$ cat config.mk
export PLATFORM = sky130hd
export DESIGN_NAME = alu_exec_unit_flat
export DESIGN_NICKNAME = d
export VERILOG_FILES = /design/src/rtl/alu_exec_unit_pkg.sv /design/src/rtl/alu_exec_unit_if.sv /design/src/rtl/alu_exec_unit_regfile.sv /design/src/rtl/alu_exec_unit.sv /design/src/flat_wrapper.sv
export SDC_FILE = /design/constraint.sdc
export NUM_CORES = 1
export LEC_CHECK = 0
export CORE_MARGIN = 2
export CORE_UTILIZATION = 52
export CTS_BUF_LIST = sky130_fd_sc_hd__clkbuf_8
export DETAILED_ROUTE_END_ITERATION = 10
export PLACE_DENSITY = 0.82
export SYNTH_ARGS = -nofsm -noshare
export SYNTH_HDL_FRONTEND = slang
export SYNTH_SLANG_ARGS = --single-unit
$ cat constraint.sdc
create_clock -name clk -period 2.43 [get_ports clk]
set_clock_uncertainty 0.05 [all_clocks]
set_input_delay 0.243 -clock clk [delete_from_list [all_inputs] [get_ports clk]]
set_output_delay 0.243 -clock clk [all_outputs]
set_load 0.1 [all_outputs]
$ cat src/rtl/alu_exec_unit_pkg.sv
// Shared types for the ALU execute-stage controller: opcode and FSM encodings.
package alu_exec_unit_pkg;

  localparam int unsigned DataW = 8;

  typedef enum logic [1:0] {
    OpAnd  = 2'b00,
    OpOr   = 2'b01,
    OpAdd  = 2'b10,
    OpSubn = 2'b11
  } alu_op_e;

  typedef enum logic [1:0] {
    StIdle = 2'b00,
    StExec = 2'b01,
    StWb   = 2'b10
  } exec_state_e;

endpackage

$ cat src/rtl/alu_exec_unit_if.sv
// Command, ALU-side, result and debug signals of the execute-stage controller.
// master: the parent (command source and host of bit_8_ALU); slave: alu_exec_unit.
interface alu_exec_unit_if #(
  parameter int unsigned REG_AW = 2
);
  logic              cmd_valid;
  logic              cmd_ready;
  logic [1:0]        cmd_op;
  logic [REG_AW-1:0] cmd_rd;
  logic [REG_AW-1:0] cmd_rs1;
  logic [REG_AW-1:0] cmd_rs2;
  logic              cmd_imm_en;
  logic [7:0]        cmd_imm;
  logic [7:0]        alu_a;
  logic [7:0]        alu_b;
  logic [1:0]        alu_op;
  logic [7:0]        alu_result;
  logic              res_valid;
  logic [7:0]        res_data;
  logic              zero_flag;
  logic [REG_AW-1:0] dbg_addr;
  logic [7:0]        dbg_data;

  modport master (
    output cmd_valid, cmd_op, cmd_rd, cmd_rs1, cmd_rs2, cmd_imm_en, cmd_imm, alu_result, dbg_addr,
    input  cmd_ready, alu_a, alu_b, alu_op, res_valid, res_data, zero_flag, dbg_data
  );

  modport slave (
    input  cmd_valid, cmd_op, cmd_rd, cmd_rs1, cmd_rs2, cmd_imm_en, cmd_imm, alu_result, dbg_addr,
    output cmd_ready, alu_a, alu_b, alu_op, res_valid, res_data, zero_flag, dbg_data
  );

endinterface

$ cat src/rtl/alu_exec_unit_regfile.sv
// NREG x 8 register file: two combinational operand reads, one debug read,
// one synchronous write, asynchronous clear.
module alu_exec_unit_regfile #(
  parameter int unsigned REG_AW = 2
) (
  input  logic              clk_i,
  input  logic              rst_i,
  input  logic              we_i,
  input  logic [REG_AW-1:0] waddr_i,
  input  logic [7:0]        wdata_i,
  input  logic [REG_AW-1:0] raddr_a_i,
  output logic [7:0]        rdata_a_o,
  input  logic [REG_AW-1:0] raddr_b_i,
  output logic [7:0]        rdata_b_o,
  input  logic [REG_AW-1:0] dbg_addr_i,
  output logic [7:0]        dbg_data_o
);

  localparam int unsigned NReg = 2 ** REG_AW;

  logic [7:0] regs_q [NReg];

  // Register storage: cleared on reset, written at the writeback edge.
  always_ff @(posedge clk_i or posedge rst_i) begin
    if (rst_i) begin
      for (int i = 0; i < NReg; i++) begin
        regs_q[i] <= '0;
      end
    end else if (we_i) begin
      regs_q[waddr_i] <= wdata_i;
    end
  end

  assign rdata_a_o  = regs_q[raddr_a_i];
  assign rdata_b_o  = regs_q[raddr_b_i];
  assign dbg_data_o = regs_q[dbg_addr_i];

endmodule

$ cat src/rtl/alu_exec_unit.sv
// Execute-stage controller around an external bit_8_ALU. One command in flight:
// IDLE (accept, latch operands) -> EXEC (capture ALU result) -> WB (write back).
module alu_exec_unit
  import alu_exec_unit_pkg::*;
#(
  parameter int unsigned REG_AW = 2
) (
  input logic            clk,
  input logic            reset,
  alu_exec_unit_if.slave bus
);

  exec_state_e       state_q, state_d;
  logic [7:0]        alu_a_q, alu_b_q, res_data_q;
  alu_op_e           alu_op_q;
  logic [REG_AW-1:0] rd_q;
  logic              zero_flag_q;
  logic [7:0]        rs1_data, rs2_data;
  logic              accept;
  logic              wb_en;

  alu_exec_unit_regfile #(
    .REG_AW(REG_AW)
  ) u_regfile (
    .clk_i      (clk),
    .rst_i      (reset),
    .we_i       (wb_en),
    .waddr_i    (rd_q),
    .wdata_i    (res_data_q),
    .raddr_a_i  (bus.cmd_rs1),
    .rdata_a_o  (rs1_data),
    .raddr_b_i  (bus.cmd_rs2),
    .rdata_b_o  (rs2_data),
    .dbg_addr_i (bus.dbg_addr),
    .dbg_data_o (bus.dbg_data)
  );

  // Next-state and handshake decode; commands are only seen in IDLE.
  always_comb begin
    state_d = state_q;
    accept  = 1'b0;
    wb_en   = 1'b0;
    unique case (state_q)
      StIdle: begin
        accept = bus.cmd_valid;
        if (bus.cmd_valid) state_d = StExec;
      end
      StExec:  state_d = StWb;
      StWb: begin
        wb_en   = 1'b1;
        state_d = StIdle;
      end
      default: state_d = StIdle;
    endcase
  end

  // FSM state register.
  always_ff @(posedge clk or posedge reset) begin
    if (reset) begin
      state_q <= StIdle;
    end else begin
      state_q <= state_d;
    end
  end

  // Operand latch at acceptance, result capture in EXEC, flag update in WB.
  always_ff @(posedge clk or posedge reset) begin
    if (reset) begin
      alu_a_q     <= '0;
      alu_b_q     <= '0;
      alu_op_q    <= OpAnd;
      rd_q        <= '0;
      res_data_q  <= '0;
      zero_flag_q <= 1'b0;
    end else begin
      if (accept) begin
        alu_a_q  <= rs1_data;
        alu_b_q  <= bus.cmd_imm_en ? bus.cmd_imm : rs2_data;
        alu_op_q <= alu_op_e'(bus.cmd_op);
        rd_q     <= bus.cmd_rd;
      end
      if (state_q == StExec) begin
        res_data_q <= bus.alu_result;
      end
      if (wb_en) begin
        zero_flag_q <= (res_data_q == 8'h00);
      end
    end
  end

  // Ready is withheld while reset is asserted so nothing is offered mid-clear.
  assign bus.cmd_ready = (state_q == StIdle) && !reset;
  assign bus.res_valid = (state_q == StWb);
  assign bus.res_data  = res_data_q;
  assign bus.zero_flag = zero_flag_q;
  assign bus.alu_a     = alu_a_q;
  assign bus.alu_b     = alu_b_q;
  assign bus.alu_op    = alu_op_q;

endmodule

$ cat src/flat_wrapper.sv
// flat-port wrapper written by rule: the top's interface ports become plain ports
module alu_exec_unit_flat import alu_exec_unit_pkg::*;
#(
  parameter int unsigned REG_AW = 2
)
  (clk, reset, bus_cmd_valid, bus_cmd_op, bus_cmd_rd, bus_cmd_rs1, bus_cmd_rs2, bus_cmd_imm_en, bus_cmd_imm, bus_alu_result, bus_dbg_addr, bus_cmd_ready, bus_alu_a, bus_alu_b, bus_alu_op, bus_res_valid, bus_res_data, bus_zero_flag, bus_dbg_data);
  alu_exec_unit_if #(.REG_AW(REG_AW)) bus_i ();
  input logic clk;
  input logic reset;
  input wire logic [$bits(bus_i.cmd_valid)-1:0] bus_cmd_valid;
  input wire logic [$bits(bus_i.cmd_op)-1:0] bus_cmd_op;
  input wire logic [$bits(bus_i.cmd_rd)-1:0] bus_cmd_rd;
  input wire logic [$bits(bus_i.cmd_rs1)-1:0] bus_cmd_rs1;
  input wire logic [$bits(bus_i.cmd_rs2)-1:0] bus_cmd_rs2;
  input wire logic [$bits(bus_i.cmd_imm_en)-1:0] bus_cmd_imm_en;
  input wire logic [$bits(bus_i.cmd_imm)-1:0] bus_cmd_imm;
  input wire logic [$bits(bus_i.alu_result)-1:0] bus_alu_result;
  input wire logic [$bits(bus_i.dbg_addr)-1:0] bus_dbg_addr;
  output wire logic [$bits(bus_i.cmd_ready)-1:0] bus_cmd_ready;
  output wire logic [$bits(bus_i.alu_a)-1:0] bus_alu_a;
  output wire logic [$bits(bus_i.alu_b)-1:0] bus_alu_b;
  output wire logic [$bits(bus_i.alu_op)-1:0] bus_alu_op;
  output wire logic [$bits(bus_i.res_valid)-1:0] bus_res_valid;
  output wire logic [$bits(bus_i.res_data)-1:0] bus_res_data;
  output wire logic [$bits(bus_i.zero_flag)-1:0] bus_zero_flag;
  output wire logic [$bits(bus_i.dbg_data)-1:0] bus_dbg_data;
  assign bus_i.cmd_valid = bus_cmd_valid;
  assign bus_i.cmd_op = bus_cmd_op;
  assign bus_i.cmd_rd = bus_cmd_rd;
  assign bus_i.cmd_rs1 = bus_cmd_rs1;
  assign bus_i.cmd_rs2 = bus_cmd_rs2;
  assign bus_i.cmd_imm_en = bus_cmd_imm_en;
  assign bus_i.cmd_imm = bus_cmd_imm;
  assign bus_i.alu_result = bus_alu_result;
  assign bus_i.dbg_addr = bus_dbg_addr;
  assign bus_cmd_ready = bus_i.cmd_ready;
  assign bus_alu_a = bus_i.alu_a;
  assign bus_alu_b = bus_i.alu_b;
  assign bus_alu_op = bus_i.alu_op;
  assign bus_res_valid = bus_i.res_valid;
  assign bus_res_data = bus_i.res_data;
  assign bus_zero_flag = bus_i.zero_flag;
  assign bus_dbg_data = bus_i.dbg_data;
  alu_exec_unit #(.REG_AW(REG_AW)) u_core (.clk(clk), .reset(reset), .bus(bus_i));
endmodule
==> run summary, run 1 <==
Post-Layout Cell Count -> 341
Setup TNS Final -> 0 ns
RSZ-0062 raised after global routing -> no
drt pass-1 iters -> 4
Worst setup EP type -> output pin
Avg Inst Size Synth -> 16.0 sq um
CP max-delay cell -> mux4_2
P&R area growth vs syn -> 32.2%
Synth Instances -> 190
Critical Path RT -> 2.14 ns
synth unique cells -> 20
Die Y -> 80.4 microns
initial core utilization -> 0.545
dpl hpwl -> 4.65 mm
via density per instance -> 5.76
M3 GR Usage -> 0.0461
nets -> 294
GRT busiest layer -> met2
Placement Rows -> 27
cts hold-fix bufs -> 0
final max-slew violation count -> 0
outcome -> complete, no violations
Inserted Diodes -> 0
Fmax achieved -> 0.508 GHz
placed cells -> 325
CP Data Arrival Time -> 1.68 ns
kind of critical path -> in -> out
vias post-DR -> 1963
register bit count reported by yosys -> 63
Reg2Reg Setup Slack -> 0.51 ns
sequential cell area -> 1580 sq um
Filler cells -> 387
setup violators final -> 0
Mapped Area -> 3040 sq um
Core Footprint -> 5570 sq um
period utilization -> 0.810
total CTS buffers -> 9
Synth warnings -> 0
CTS Buffer Depth -> 2
Least-Margin Pin Slew -> 0.577 ns
Place WS -> 0.454 ns
Clk pin slew, worst setup/hold paths -> 0.07 ns
syn_nets -> 220
final worst path period need -> 1.97 ns
port bufs -> 66
crit path max fanout -> 8
Initial DRC Count -> 102
final RePlAce weighted congestion -> 0.759
clk sinks -> 63
first-pass GRT wire length -> 10.6 mm
Routed WL per cell -> 19.8 microns
Hold/Removal Path Class -> in -> async
WP buf/inv -> 3
CP Launch Type -> input pin
Crit path largest cell delay -> 0.57 ns
Max-Cap Viols -> 0
Multi-input gate area -> 1400 sq um
Routed WL -> 6.74 mm
drt drc -> 0
largest net degree at the start of global routing -> 55
grt met2 use -> 0.365
Tot GR Track Use -> 0.229
die area -> 6470 sq um
grt ovf -> 0
Final Hold Vio Count -> 0
final worst slack -> 0.462 ns
chip width -> 80.4 microns
sequential element share of the synthesized area -> 0.519
vias in the first global route -> 2029
antenna-violating nets left -> 0
I/O pin count -> 67
share of layout cells above drive strength 1 -> 0.535
CP top delay family -> buffers and inverters
H-tree Lvls -> 3
Slew Limit Headroom -> 0.615
Clk Latency, worst-skew pair -> 0.35 ns
initial antenna violation count -> 0
Post-CTS Setup Inserts -> 0
CTS tree -> built
Root Driver -> clkbuf_8
post-CTS resize count -> 0
crit-path cells -> clkdlybuf4s50_1 -> buf_4 -> mux4_2 -> buf_12
met1 Resource Use GR -> 0.310
## synth_stat cells
master	n	area, sq um
nand3_2	1	10.0
dfrtp_1	63	1580
buf_2	9	45.0
clkbuf_1	2	7.51
buf_6	1	11.3
nor3b_4	2	37.5
nand2_1	2	7.51
a21oi_1	8	40.0
inv_1	2	7.51
nor4_1	2	12.5
nor3_1	1	5.00
nor3b_1	1	7.51
nand3_1	1	5.00
nand2b_1	1	6.26
nor2b_1	1	6.26
mux2_2	52	586
mux2i_1	8	80.1
nor3_4	1	16.3
nor2_1	8	30.0
mux4_2	24	541
## worst paths after layout
check | start | end | depth (start not counted)
max | bus_dbg_addr[0] | bus_dbg_data[2] | 4
min | reset | u_core.bus.alu_b[2] | 2
max reg2reg | u_core.state_q[0] | u_core.u_regfile.regs_q[20] | 3
min reg2reg | u_core.bus.zero_flag | u_core.bus.zero_flag | 2
max in group asynchronous | reset | u_core.bus.res_data[3] | 3
min in group clk | u_core.bus.zero_flag | u_core.bus.zero_flag | 2
## metal layers
metal  wire length, microns  part of all wire  vias to the layer above
met2                   3340              0.50                       61
met1                   2950              0.44                     1017
li1                       -                 -                      876
met5                      0                 0                        -
met3                    370             0.055                        9
met4                     80             0.012                        0
## placed cells by master (no fill, tap or decap), types with 8 or more instances in the layout
master           instances
a21oi_1                  8
buf_12                   9
buf_4                   37
clkbuf_8                13
clkdlybuf4s50_1         29
dfrtp_1                 63
mux2_2                  52
mux2i_1                  8
mux4_2                  24
nor2_1                   8
## worst reg2reg max path, stage by stage (launching register included)
cell and delay, ns:
dfrtp_1 0.41, nand2b_1 0.34, nor3b_4 0.59, mux2_2 0.41
## flip-flops by register name (all words and copies together) (netlist names)
register	cells
u_core.u_regfile.regs_q	32
u_core.bus.alu_a	8
u_core.bus.alu_b	8
u_core.bus.res_data	8
u_core.bus.alu_op	2
u_core.rd_q	2
u_core.state_q	2
u_core.bus.zero_flag	1
## cell type report
cell class | instances | share of cell area
flip-flops and latches | 63 | 0.392
multi-input cells | 113 | 0.348
repair buffers | 75 | 0.186
clock buffers | 13 | 0.0445
well taps | 72 | 0.0224
clock inverters | 3 | 0.00405
inverters | 2 | 0.00187
## metrics by stage
step           area, sq um   util  hold slack [ns]
2_1_floorplan         3040      -            0.345
3_3_place_gp          3820  0.686            0.413
3_5_place_dp          3820  0.686            0.427
4_1_cts               4020  0.721            0.142
5_1_grt               4020  0.721            0.172
6_report              4020  0.721            0.135
## logic make-up after synthesis
logic type             count (synthesis)  synth area share
AO/OA/AOI/OAI                          8            0.0132
flip-flops                            63             0.519
buffers and inverters                 14            0.0235
multiplexers                          84             0.397
AND/OR/NAND/NOR                       21            0.0474
Power of run 1 is left out: the tool's default activity adds up to more than one toggle a clock period on the data nets, which glitch-free logic cannot reach.
==> run 2, diff against run 1 <==
--- a/config.mk
+++ b/config.mk
@@ -6,10 +6,10 @@
 export NUM_CORES = 1
 export LEC_CHECK = 0
 export CORE_MARGIN = 2
-export CORE_UTILIZATION = 52
+export CORE_UTILIZATION = 47
 export CTS_BUF_LIST = sky130_fd_sc_hd__clkbuf_8
 export DETAILED_ROUTE_END_ITERATION = 10
-export PLACE_DENSITY = 0.82
+export PLACE_DENSITY = 0.78
 export SYNTH_ARGS = -nofsm -noshare
 export SYNTH_HDL_FRONTEND = slang
 export SYNTH_SLANG_ARGS = --single-unit
==> constraint.sdc (replaced) <==
create_clock -name clk -period 1.6 [get_ports clk]
set_clock_uncertainty 0.05 [all_clocks]
set_input_delay 0.16 -clock clk [delete_from_list [all_inputs] [get_ports clk]]
set_output_delay 0.16 -clock clk [all_outputs]
set_load 0.1 [all_outputs]
==> run summary, run 2 (synthesis results as in run 1) <==
Die Y -> 84.4 microns (+4.9%)
clk sinks -> 63 (unchanged)
CP max-delay cell -> mux4_2
reg2reg end -> u_core.bus.alu_a[5]
drt pass-1 iters -> 4 (unchanged)
worst vdd ir -> 1.74 mV
period utilization -> 1.05
setup violators final -> 9 (+9)
PD cells -> 2380 nW/um^2
reg2reg start -> u_core.u_regfile.regs_q[13]
Critical Path RT -> 1.39 ns (-0.75 ns)
grt ovf -> 0 (unchanged)
vias post-DR -> 2224 (+13%)
crit path max fanout -> 2 (-6)
CTS tree -> built
final max-slew violation count -> 0 (unchanged)
Crit path largest cell delay -> 0.53 ns (-0.04 ns)
dpl hpwl -> 5.07 mm (+9.2%)
Root Driver -> clkbuf_8
Top Layer Used -> met4
cts hold-fix bufs -> 0 (unchanged)
static leakage -> 2.14 nW
Core Footprint -> 6310 sq um (+13%)
vias in the first global route -> 2406 (+19%)
M1 WL -> 3.15 mm (+6.7%)
initial antenna violation count -> 0 (unchanged)
drt drc -> 0 (unchanged)
P&R area growth vs syn -> 61.6%
WP buf/inv -> 1 (-2)
Final Hold Vio Count -> 0 (unchanged)
Place WS -> -0.216 ns (-0.670 ns)
most common cell after layout, fill and taps aside -> dfrtp_1
first-pass GRT wire length -> 12.6 mm (+19%)
number of flip-flops in the largest register -> 32 (unchanged)
antenna-violating nets left -> 0 (unchanged)
Reg2Reg Setup Slack -> -0.02 ns (-0.53 ns)
met3 wire length -> 497 microns (+34%)
die area -> 7120 sq um (+10%)
Clk pin slew, worst setup/hold paths -> 0.07 ns (about the same)
Fmax achieved -> 0.593 GHz
CTS Buffer Depth -> 2 (unchanged)
Hold/Removal Path Class -> in -> async
kind of critical path -> reg -> out
Least-Margin Pin Slew -> 0.389 ns (-0.189 ns)
most frequent cells in the layout -> dfrtp_1 (63), mux2_2 (52), buf_4 (52)
total CTS buffers -> 9 (unchanged)
Initial DRC Count -> 210 (+110%)
outcome -> complete, but fails checks
final worst slack -> -0.0866 ns (-0.548 ns)
Placement Rows -> 29 (+7.4%)
WL met2 -> 4.38 mm (+31%)
Routed WL per cell -> 20.9 microns (+6.0%)
share of layout cells above drive strength 1 -> 0.618 (+0.0822)
nets -> 345 (+17%)
Clk Latency, worst-skew pair -> 0.34 ns (about the same)
Routed WL -> 8.29 mm (+23%)
CP Data Arrival Time -> 1.48 ns (-0.20 ns)
crit-path cells -> mux4_2 -> buf_12
reg2reg path depth -> 4 (+1)
largest net degree at the start of global routing -> 39 (-29%)
CP Launch Type -> register
Largest Register -> u_core.u_regfile.regs_q
chip width -> 84.4 microns (+4.9%)
Inserted Diodes -> 0 (unchanged)
CP top delay family -> multiplexers
final worst path period need -> 1.69 ns
via density per instance -> 5.62 (-2.4%)
failing checks -> setup timing
Worst setup EP type -> output pin
Tot GR Track Use -> 0.234 (+0.00486)
I/O pin count -> 67 (unchanged)
H-tree Lvls -> 3 (unchanged)
final RePlAce weighted congestion -> 0.756 (-0.40%)
RSZ-0062 raised after global routing -> yes
Slew Limit Headroom -> 0.741 (+0.126)
initial core utilization -> 0.481 (-0.0638)
total power -> 11.7 mW
Max-Cap Viols -> 0 (unchanged)
port bufs -> 66 (unchanged)
## run 2: changes by cell type in the layout (fill, tap and decap cells not counted), moves of 2 or more
cell,before,now
inv_1,2,0
dlygate4sd2_1,0,2
bufinv_16,0,2
clkdlybuf4s50_1,29,27
buf_12,9,44
buf_4,37,52
## run 2: final cells by class
class	count	area (sq um)
Sequential cell	63	1580
Timing Repair Buffer	126	1570
Multi-Input combinational cell	113	1420
Fill cell	353	1400
Clock buffer	12	165
Tap cell	77	96.3
Clock inverter	3	65.1
Inverter	2	15.0
## run 2: worst reg2reg max path: stages, from the launching register on
cell and delay (ns):
dfrtp_1 0.38, buf_4 0.13, buf_4 0.14, mux4_2 0.51, mux2_2 0.30
## run 2: where the power goes
part           leakage (nW)  total [mW]  switching (mW)  internal [mW]
logic                  1.27        7.13            3.97           3.16
registers             0.758        2.97           0.704           2.27
clock network         0.118        1.59           0.592          0.993
total                  2.14        11.7            5.26           6.43
## run 2: routing by layer
| layer | track usage | vias up |
|---|---|---|
| met5 | 0 | - |
| met4 | 0.0924 | 0 |
| met3 | 0.0541 | 18 |
| met2 | 0.381 | 98 |
| met1 | 0.308 | 1136 |
| li1 | - | 972 |
## run 2: repair_timing
action                     in CTS  in global routing
gates resized for setup         3                  2
setup endpoints to repair      10                 25
setup buffers                  30                  8
gates cloned                    0                  0
pin swaps                       0                  1
## run 2: worst max-delay path by stage
stage                                      end                        from  cells after the start  slack [ns]
detailed placement         u_core.bus.alu_a[5]              bus_cmd_rs1[0]                      4       -0.22
floorplan           u_core.u_regfile.regs_q[1]           u_core.state_q[0]                      5       -0.29
global route                   bus_dbg_data[7]  u_core.u_regfile.regs_q[7]                      2       -0.11
finish                         bus_dbg_data[7]  u_core.u_regfile.regs_q[7]                      2       -0.09
CTS                            bus_dbg_data[2]  u_core.u_regfile.regs_q[2]                      2       -0.07
global placement               bus_dbg_data[1]             bus_dbg_addr[0]                      4       -0.18
## run 2: through the flow
stage	setup TNS (ns)	util	std cells	hold WS, ns	instance area [sq um]
2_1_floorplan	-2.52	-	190	0.235	3060
3_3_place_gp	-3.26	0.694	343	0.473	4380
3_5_place_dp	-3.73	0.694	343	0.476	4380
4_1_cts	-0.426	0.766	388	0.213	4840
5_1_grt	-0.723	0.778	396	0.294	4910
6_report	-0.437	0.778	396	0.250	4910
No activity file was read; power rests on OpenSTA's default activity.
==> run 3, diff against run 2 <==
--- a/config.mk
+++ b/config.mk
@@ -10,6 +10,7 @@
 export CTS_BUF_LIST = sky130_fd_sc_hd__clkbuf_8
 export DETAILED_ROUTE_END_ITERATION = 10
 export PLACE_DENSITY = 0.78
+export SKIP_CTS_REPAIR_TIMING = 1
 export SYNTH_ARGS = -nofsm -noshare
 export SYNTH_HDL_FRONTEND = slang
 export SYNTH_SLANG_ARGS = --single-unit
==> run summary, run 3 (synthesis results as in run 1) <==
Worst setup EP type -> output pin
Placement Rows -> 29 (unchanged)
Fmax achieved -> 0.593 GHz (+0.10%)
H-tree Lvls -> 3 (unchanged)
Slew Limit Headroom -> 0.775 (+0.0346)
CP max-delay cell -> mux4_2
CP top delay family -> multiplexers
Clk pin slew, worst setup/hold paths -> 0.06 ns (about the same)
nets -> 314 (-9.0%)
Least-Margin Pin Slew -> 0.334 ns (-0.0550 ns)
CTS tree -> built
CP Launch Type -> register
cell area after layout -> 4670 sq um (-4.8%)
I/O pin count -> 67 (unchanged)
final max-slew violation count -> 0 (unchanged)
initial core utilization -> 0.481 (unchanged)
initial antenna violation count -> 0 (unchanged)
Root Driver -> clkbuf_8
WP buf/inv -> 1 (unchanged)
grt met2 use -> 0.333 (-0.0476)
setup violators final -> 8 (-1)
chip width -> 84.4 microns (unchanged)
GRT busiest layer -> met2
die area -> 7120 sq um (unchanged)
port bufs -> 66 (unchanged)
met1 Resource Use GR -> 0.297 (-0.0103)
via density per instance -> 5.69 (+1.3%)
Final Hold Vio Count -> 0 (unchanged)
RSZ-0062 raised after global routing -> yes
Post-DP Area -> 4380 sq um (unchanged)
total CTS buffers -> 9 (unchanged)
sequential cell area -> 1580 sq um (unchanged)
Routed WL per cell -> 19.4 microns (-7.6%)
Initial DRC Count -> 128 (-39%)
Core Util, Final -> 0.740 (-0.0373)
CTS Buffer Depth -> 2 (unchanged)
Largest Register -> u_core.u_regfile.regs_q
CP Data Arrival Time -> 1.47 ns (about the same)
most common cell after layout, fill and taps aside -> dfrtp_1
outcome -> complete, but fails checks
grt ovf -> 0 (unchanged)
Place WS -> -0.216 ns (unchanged)
drt pass-1 iters -> 4 (unchanged)
crit path max fanout -> 4 (+2)
Crit path largest cell delay -> 0.52 ns (about the same)
vias in the first global route -> 2192 (-8.9%)
drt drc -> 0 (unchanged)
Routed WL -> 7.06 mm (-15%)
final worst path period need -> 1.68 ns (-0.00168 ns)
final RePlAce weighted congestion -> 0.756 (unchanged)
most frequent cells in the layout -> dfrtp_1 (63), mux2_2 (52), buf_12 (44)
largest net degree at the start of global routing -> 39 (unchanged)
Die Y -> 84.4 microns (unchanged)
first-pass GRT wire length -> 11.6 mm (-7.9%)
failing checks -> setup timing
Max-Cap Viols -> 0 (unchanged)
Core Footprint -> 6310 sq um (unchanged)
Inserted Diodes -> 0 (unchanged)
vias post-DR -> 2077 (-6.6%)
antenna-violating nets left -> 0 (unchanged)
Critical Path RT -> 1.39 ns (about the same)
M3 GR Usage -> 0.0501 (-0.00393)
kind of critical path -> reg -> out
clk sinks -> 63 (unchanged)
Filler cells -> 387 (+9.6%)
share of layout cells above drive strength 1 -> 0.576 (-0.0412)
number of flip-flops in the largest register -> 32 (unchanged)
P&R area growth vs syn -> 53.9%
Tot GR Track Use -> 0.215 (-0.0189)
period utilization -> 1.05 (about the same)
Clk Latency, worst-skew pair -> 0.34 ns (about the same)
final worst slack -> -0.0850 ns (+0.00168 ns)
final hold slack -> 0.215 ns (-0.0345 ns)
dpl hpwl -> 5.07 mm (unchanged)
Multi-input gate area -> 1420 sq um (-0.44%)
crit-path cells -> mux4_2 -> buf_12
Hold/Removal Path Class -> in -> async
[run 3: cell count changes in the layout (fill, tap and decap cells not counted), sizes merged]
cell / delta
dlygate4sd2: -2
dlymetal6s2s: +2
buf: -31
[run 3: per-layer routing]
layer,share of wire,wire length (microns),up-vias
li1,-,-,913
met1,0.42,2970,1071
met2,0.50,3570,79
met3,0.054,381,14
met4,0.020,144,0
met5,0,0,-
[run 3: worst paths after layout]
kind | from | endpoint | slack (ns) | depth (start not counted)
worst max-delay path | u_core.u_regfile.regs_q[16] | bus_dbg_data[0] | -0.08 | 2
worst min-delay path | reset | u_core.u_regfile.regs_q[26] | 0.22 | 3
worst max register to register | u_core.state_q[0] | u_core.u_regfile.regs_q[21] | 0.04 | 5
worst min register to register | u_core.bus.zero_flag | u_core.bus.zero_flag | 0.50 | 2
max in group asynchronous | reset | u_core.bus.alu_a[4] | 0.98 | 3
min in group clk | bus_alu_result[3] | u_core.bus.res_data[3] | 0.38 | 2
[run 3: stage by stage]
step / setup TNS (ns) / cells
after CTS: -1.27 / 358
final: -0.558 / 365
after detailed placement: -3.73 / 343
after global placement: -3.26 / 343
after floorplan: -2.52 / 190
after global routing: -0.873 / 365
[run 3: cell type report]
| class | count | area share |
|---|---|---|
| clock buffer | 12 | 0.0353 |
| clock inverter | 3 | 0.0139 |
| inverter | 2 | 0.00321 |
| multi-input combinational | 113 | 0.303 |
| sequential | 63 | 0.337 |
| tap | 77 | 0.0206 |
| timing repair buffer | 95 | 0.287 |
[run 3: worst register-to-register path: cells and delay by family, from the launching register on]
kind | cells | cell delay [ns]
and+or+nand+nor | 2 | 0.35
buffers and inverters | 2 | 0.33
muxes | 1 | 0.33
DFF | 1 | 0.38
Power of run 3 is left out for the same reason.
